$ cat src/rtl/gpr_operand_fetch.sv
// GPR operand fetch: sequences up to three source reads per thread
// through the single synchronous RF read port, with writeback forwarding.
module gpr_operand_fetch #(
    parameter logic ZERO_BYPASS = 1'b0,
    parameter int   NOPS        = 3,
    parameter int   TidMSB      = 1
) (
    input  logic                i_clk,
    input  logic                i_rst,
    input  logic                i_req_valid,
    output logic                o_req_ready,
    input  logic [TidMSB:0]     i_req_tid,
    input  logic [5:0]          i_req_ra,
    input  logic [5:0]          i_req_rb,
    input  logic [5:0]          i_req_rc,
    input  logic [2:0]          i_req_mask,
    output logic [TidMSB+6:0]   o_rf_ra,
    input  logic [31:0]         i_rf_o,
    input  logic [3:0]          i_wb_wr,
    input  logic [TidMSB+6:0]   i_wb_wa,
    input  logic [31:0]         i_wb_i,
    output logic                o_opnd_valid,
    input  logic                i_opnd_ready,
    output logic [TidMSB:0]     o_opnd_tid,
    output logic [31:0]         o_opnd_a,
    output logic [31:0]         o_opnd_b,
    output logic [31:0]         o_opnd_c
);

    localparam int SW = $clog2(NOPS);
    localparam int AW = TidMSB + 7;

    typedef enum logic [1:0] {
        S_IDLE,
        S_ISSUE,
        S_CAPL
    } state_t;

    state_t          r_state;
    state_t          w_state_nx;
    logic            w_done;
    logic            w_accept;
    logic            w_hold;

    logic [TidMSB:0] r_tid;
    logic [5:0]      r_regno [NOPS];
    logic [NOPS-1:0] r_mask;
    logic [NOPS-1:0] r_pend;
    logic [SW-1:0]   r_cur;
    logic [AW-1:0]   r_rf_ra;

    logic            r_cap_vld;
    logic [SW-1:0]   r_cap_slot;
    logic [AW-1:0]   r_cap_addr;
    logic            r_cap_zero;

    logic [31:0]     r_opnd [NOPS];
    logic            r_opnd_valid;
    logic [TidMSB:0] r_opnd_tid;

    logic [5:0]      w_req_regno [NOPS];
    logic [AW-1:0]   w_addr [NOPS];
    logic            w_zero [NOPS];
    logic [SW-1:0]   w_req_first;
    logic [SW-1:0]   w_pend_first;
    logic [31:0]     w_cap_val;

    function automatic logic [SW-1:0] lowest(input logic [NOPS-1:0] m);
        logic [SW-1:0] s;
        s = '0;
        for (int k = NOPS - 1; k >= 0; k--) begin
            if (m[k]) s = SW'(k);
        end
        return s;
    endfunction

    function automatic logic [NOPS-1:0] onehot(input logic [SW-1:0] s);
        return NOPS'(1) << s;
    endfunction

    function automatic logic [31:0] merge(
        input logic [31:0] base,
        input logic [31:0] nw,
        input logic [3:0]  en
    );
        logic [31:0] r;
        r = base;
        for (int j = 0; j < 4; j++) begin
            if (en[j]) r[8*j +: 8] = nw[8*j +: 8];
        end
        return r;
    endfunction

    assign w_req_regno[0] = i_req_ra;
    assign w_req_regno[1] = i_req_rb;
    assign w_req_regno[2] = i_req_rc;

    always_comb begin
        for (int k = 0; k < NOPS; k++) begin
            w_addr[k] = {r_tid, r_regno[k]};
            w_zero[k] = ZERO_BYPASS && (r_regno[k] == 6'd0);
        end
    end

    assign w_req_first  = lowest(i_req_mask);
    assign w_pend_first = lowest(r_pend);

    assign o_req_ready = !i_rst && (r_state == S_IDLE) &&
                         (!r_opnd_valid || i_opnd_ready);
    assign w_accept    = i_req_valid && o_req_ready;
    assign w_hold      = r_opnd_valid && !i_opnd_ready;

    // Same-cycle writeback wins per byte over the stale RF read data.
    always_comb begin
        w_cap_val = i_rf_o;
        if (i_wb_wa == r_cap_addr) w_cap_val = merge(i_rf_o, i_wb_i, i_wb_wr);
        if (r_cap_zero) w_cap_val = '0;
    end

    always_ff @(posedge i_clk) begin
        if (i_rst) r_state <= S_IDLE;
        else       r_state <= w_state_nx;
    end

    always_comb begin
        w_state_nx = r_state;
        w_done     = 1'b0;
        unique case (r_state)
            S_IDLE: begin
                if (w_accept) begin
                    w_state_nx = (i_req_mask != '0) ? S_ISSUE : S_CAPL;
                end
            end
            S_ISSUE: begin
                if (r_pend == '0) w_state_nx = S_CAPL;
            end
            S_CAPL: begin
                w_state_nx = S_IDLE;
                w_done     = 1'b1;
            end
            default: w_state_nx = S_IDLE;
        endcase
    end

    always_ff @(posedge i_clk) begin
        if (i_rst) begin
            r_tid        <= '0;
            r_mask       <= '0;
            r_pend       <= '0;
            r_cur        <= '0;
            r_rf_ra      <= '0;
            r_cap_vld    <= 1'b0;
            r_cap_slot   <= '0;
            r_cap_addr   <= '0;
            r_cap_zero   <= 1'b0;
            r_opnd_valid <= 1'b0;
            r_opnd_tid   <= '0;
            for (int k = 0; k < NOPS; k++) begin
                r_regno[k] <= '0;
                r_opnd[k]  <= '0;
            end
        end else begin
            if (w_accept) begin
                r_tid  <= i_req_tid;
                r_mask <= i_req_mask;
                for (int k = 0; k < NOPS; k++) begin
                    r_regno[k] <= w_req_regno[k];
                    r_opnd[k]  <= '0;
                end
                if (i_req_mask != '0) begin
                    r_cur   <= w_req_first;
                    r_pend  <= i_req_mask & ~onehot(w_req_first);
                    r_rf_ra <= {i_req_tid, w_req_regno[w_req_first]};
                end
            end else begin
                if (r_state == S_ISSUE && r_pend != '0) begin
                    r_cur   <= w_pend_first;
                    r_pend  <= r_pend & ~onehot(w_pend_first);
                    r_rf_ra <= w_addr[w_pend_first];
                end
                for (int k = 0; k < NOPS; k++) begin
                    if (r_cap_vld && r_cap_slot == SW'(k)) begin
                        r_opnd[k] <= w_cap_val;
                    end else if (w_hold && r_mask[k] && !w_zero[k] &&
                                 w_addr[k] == i_wb_wa) begin
                        r_opnd[k] <= merge(r_opnd[k], i_wb_i, i_wb_wr);
                    end
                end
            end
            // Address sampled by the RF this edge returns data next cycle.
            r_cap_vld  <= (r_state == S_ISSUE);
            r_cap_slot <= r_cur;
            r_cap_addr <= r_rf_ra;
            r_cap_zero <= w_zero[r_cur];
            r_opnd_valid <= w_done || (r_opnd_valid && !i_opnd_ready);
            if (w_done) r_opnd_tid <= r_tid;
        end
    end

    assign o_rf_ra      = r_rf_ra;
    assign o_opnd_valid = r_opnd_valid;
    assign o_opnd_tid   = r_opnd_tid;
    assign o_opnd_a     = r_opnd[0];
    assign o_opnd_b     = r_opnd[1];
    assign o_opnd_c     = r_opnd[2];

endmodule

$ cat config.mk
export PLATFORM = sky130hd
export DESIGN_NAME = gpr_operand_fetch
export DESIGN_NICKNAME = d
export VERILOG_FILES = /design/src/rtl/gpr_operand_fetch.sv
export SDC_FILE = /design/constraint.sdc
export NUM_CORES = 1
export LEC_CHECK = 0
export BUFFER_PORTS_ARGS = -buffer_cell sky130_fd_sc_hd__buf_4
export CORE_UTILIZATION = 47
export CTS_CLUSTER_SIZE = 8
export DETAILED_ROUTE_END_ITERATION = 10
export PLACE_DENSITY_LB_ADDON = 0.1
export SLEW_MARGIN = 20
export SYNTH_ARGS = -nofsm -noshare
export SYNTH_HDL_FRONTEND = slang
export SYNTH_SLANG_ARGS = --single-unit
$ cat constraint.sdc
create_clock -name i_clk -period 2.6 [get_ports i_clk]
set_input_delay 0.78 -clock i_clk [delete_from_list [all_inputs] [get_ports i_clk]]
set_output_delay 0.78 -clock i_clk [all_outputs]
set_load 0.1 [all_outputs]
==> flow_metrics.py <==
metrics = {
    "clocking": {
        "clock_latency_ns": 0.42,
        "cts-root-buf": "clkbuf_16",
        "cts_sinks": 148,
        "clock_path_buffers": 2,
        "cts_buffers": 17,
        "cts_setup_buffers": 0,
        "cts_tree": "built",
        "cts_max_level": 4,
        "cts_resized": 0,
        "cts.clk_slew.worst_paths_ns": 0.05,
        "hold_buffers": 0,
    },
    "logic_synthesis": {
        "yosysTopAreaCell": "edfxtp_1",
        "synth_area_um2": 6980,
        "syn_nets": 676,
        "yosys-top-cells-area": "edfxtp_1 (49%), dfxtp_1 (9.7%), mux2i_1 (9.7%), a22o_1 (4.8%), nor2_1 (4.6%)",
        "synth-async-reset-ratio_pct": 0,
        "synth_seq_area_share_pct": 58.8,
        "synth_most_common_cell": "edfxtp_1",
        "synth_top_area_share_pct": 49.0,
        "ys.warnings.count": 0,
        "synth-edff-count": 114,
        "ys_types": 49,
        "synthCells": 573,
        "synth_seq_cells": 148,
        "synthFlopType": "edfxtp_1",
        "avgSynthCellArea_um2": 12.2,
        "synthTopCellsByCount": "edfxtp_1 (114), nor2_1 (86), mux2i_1 (68), a22o_1 (38), dfxtp_1 (34)",
    },
    "finish": {
        "final-instance-count-excl-fill": 1034,
        "antennaDiodeCount": 0,
        "drive_gt1_share_pct": 37.1,
        "nNetsFinal": 941,
        "syn_to_final_growth_pct": 42.8,
        "fin_util_pct": 68.6,
    },
    "placed_design": {
        "io_buffers": 210,
        "dp_slack_ns": -0.247,
        "dp_hpwl_um": 14000,
        "gp_congestion": 0.893,
        "dp.cells": 1003,
    },
    "timing": {
        "setup_violations": 0,
        "slew-limit-headroom_pct": 55.2,
        "fin_ws_ns": 0.155,
        "timing.fmax_mhz": 409,
        "fin_skew_ns": 0.00933,
        "fin_crit_sh_pct": 94.0,
        "rsz0062_at_grt": "no",
        "min_period_ns": 2.44,
        "report.final.slew_viol_count": 0,
        "finalHoldViolCount": 0,
        "tightestPinTransition_ns": 0.672,
    },
    "setup_path": {
        "arrival_ns": 2.72,
        "crit_fanout": 8,
        "path_class": "input port to flip-flop",
        "cp-end-kind": "flip-flop",
        "cp.required_ns": 2.88,
        "start_kind": "input port",
    },
    "routing": {
        "drt_iter0_drc": 389,
        "routedWlPerCell_um": 18.1,
        "vias_per_cell": 5.56,
        "drc": 0,
        "ant_nets": 0,
        "num_vias": 5750,
        "wirelength_um": 18700,
        "dr.pass1.iters": 5,
    },
    "floorplan": {
        "die_area_um2": 15300,
        "fp.dieH_um": 124,
        "start_util_pct": 48.0,
        "die_w_um": 124,
        "num_io_pins": 211,
        "placementRows": 44,
        "core_um2": 14500,
    },
    "pwr": {
        "p_leak_nw": 4.19,
        "ir_worst_vdd_mv": 0.491,
        "power.total_w": 0.00673,
        "p_per_area_nw_per_um2": 674,
    },
    "global_routing": {
        "track_usage_pct": 24.7,
        "antenna_found_initial": 0,
        "grt_pass1_wl_um": 28300,
        "grt_max_degree": 65,
        "overflow": 0,
        "grt_pass1_vias": 5544,
    },
    "run": {
        "maxCapViolCount": 0,
    },
    "run_status": {
        "outcome": "completed",
    },
    "worst_hold_path": {
        "hold_class": "flip-flop to flip-flop",
    },
}
layer usage:
metal	GRT usage [%]	wire length, um
met1	29.1	7350
met2	44.0	9540
met3	4.95	1400
met4	9.71	376
met5	0	0
placed cells by master, fill, tap and decap left out, drive strengths merged, types with 4 or more instances in the layout:
cell	instances
o21ai	18
xor2	18
buf	271
xnor2	11
nor3b	5
mux2i	68
and3	19
nor2b	17
clkinv	6
dfxtp	34
a22o	38
a221o	6
nand4	7
nor4	5
clkbuf	24
edfxtp	114
nor2	86
nand3	8
nand2	26
a22oi	6
a21o	6
nand2b	4
o21a	8
a211oi	13
sequential cells by signal, summed over array words and instances (netlist names):
| name | count |
|---|---|
| o_opnd_tid | 2 |
| o_opnd_valid | 1 |
| o_rf_ra | 8 |
| r_cap_addr | 8 |
| r_cap_slot | 2 |
| r_cap_vld | 1 |
| r_cur | 2 |
| r_mask | 3 |
| r_opnd | 96 |
| r_pend | 3 |
| r_regno | 18 |
| r_state | 2 |
| r_tid | 2 |
final cells by class:
class | count | area (um^2)
fillers | 1090 | 4560
clock buffers | 24 | 537
flip-flops and latches | 148 | 4110
multi-input cells | 397 | 2790
clock inverters | 7 | 65.1
repair buffers | 271 | 2230
inverters | 3 | 16.3
well taps | 184 | 230
final timing paths:
| kind | from | endpoint | slack, ns | depth (start not counted) |
|---|---|---|---|---|
| max | i_wb_wa[5] | r_opnd[2][15] | 0.16 | 8 |
| min | r_mask[0] | r_mask[0] | 0.46 | 2 |
| max reg2reg | r_regno[0][9] | r_opnd[2][15] | 0.20 | 7 |
| min reg2reg | r_mask[0] | r_mask[0] | 0.46 | 2 |
stage by stage:
step,hold WS [ns],cell area [um^2],setup TNS [ns]
floorplan,0.431,7000,-1.04
global placement,0.449,9370,-23.42
detailed placement,0.452,9370,-28.10
CTS,0.459,9970,0
global route,0.490,9970,0
finish,0.456,9970,0
power by group:
part	switching, W	internal, W
clock network	0.000913	0.00153
registers	0.0000732	0.00270
logic	0.00109	0.000420
total	0.00208	0.00465
cell families after synthesis:
| kind of cell | count (synthesis) | synth area share [%] |
|---|---|---|
| buffers and inverters | 28 | 1.54 |
| muxes | 68 | 9.75 |
| xor gates and xnor gates | 29 | 3.64 |
| AOI/OAI and AO/OA | 108 | 12.7 |
| DFF | 148 | 58.8 |
| and+or+nand+nor | 192 | 13.6 |
critical path: stages:
cell	delay, ns
buf_4	0.13
xor2_1	0.16
or2_2	0.31
or4_1	0.60
o2111a_4	0.23
nor3b_4	0.18
buf_4	0.19
a22o_1	0.14
Power figures use the tool's default switching activity.
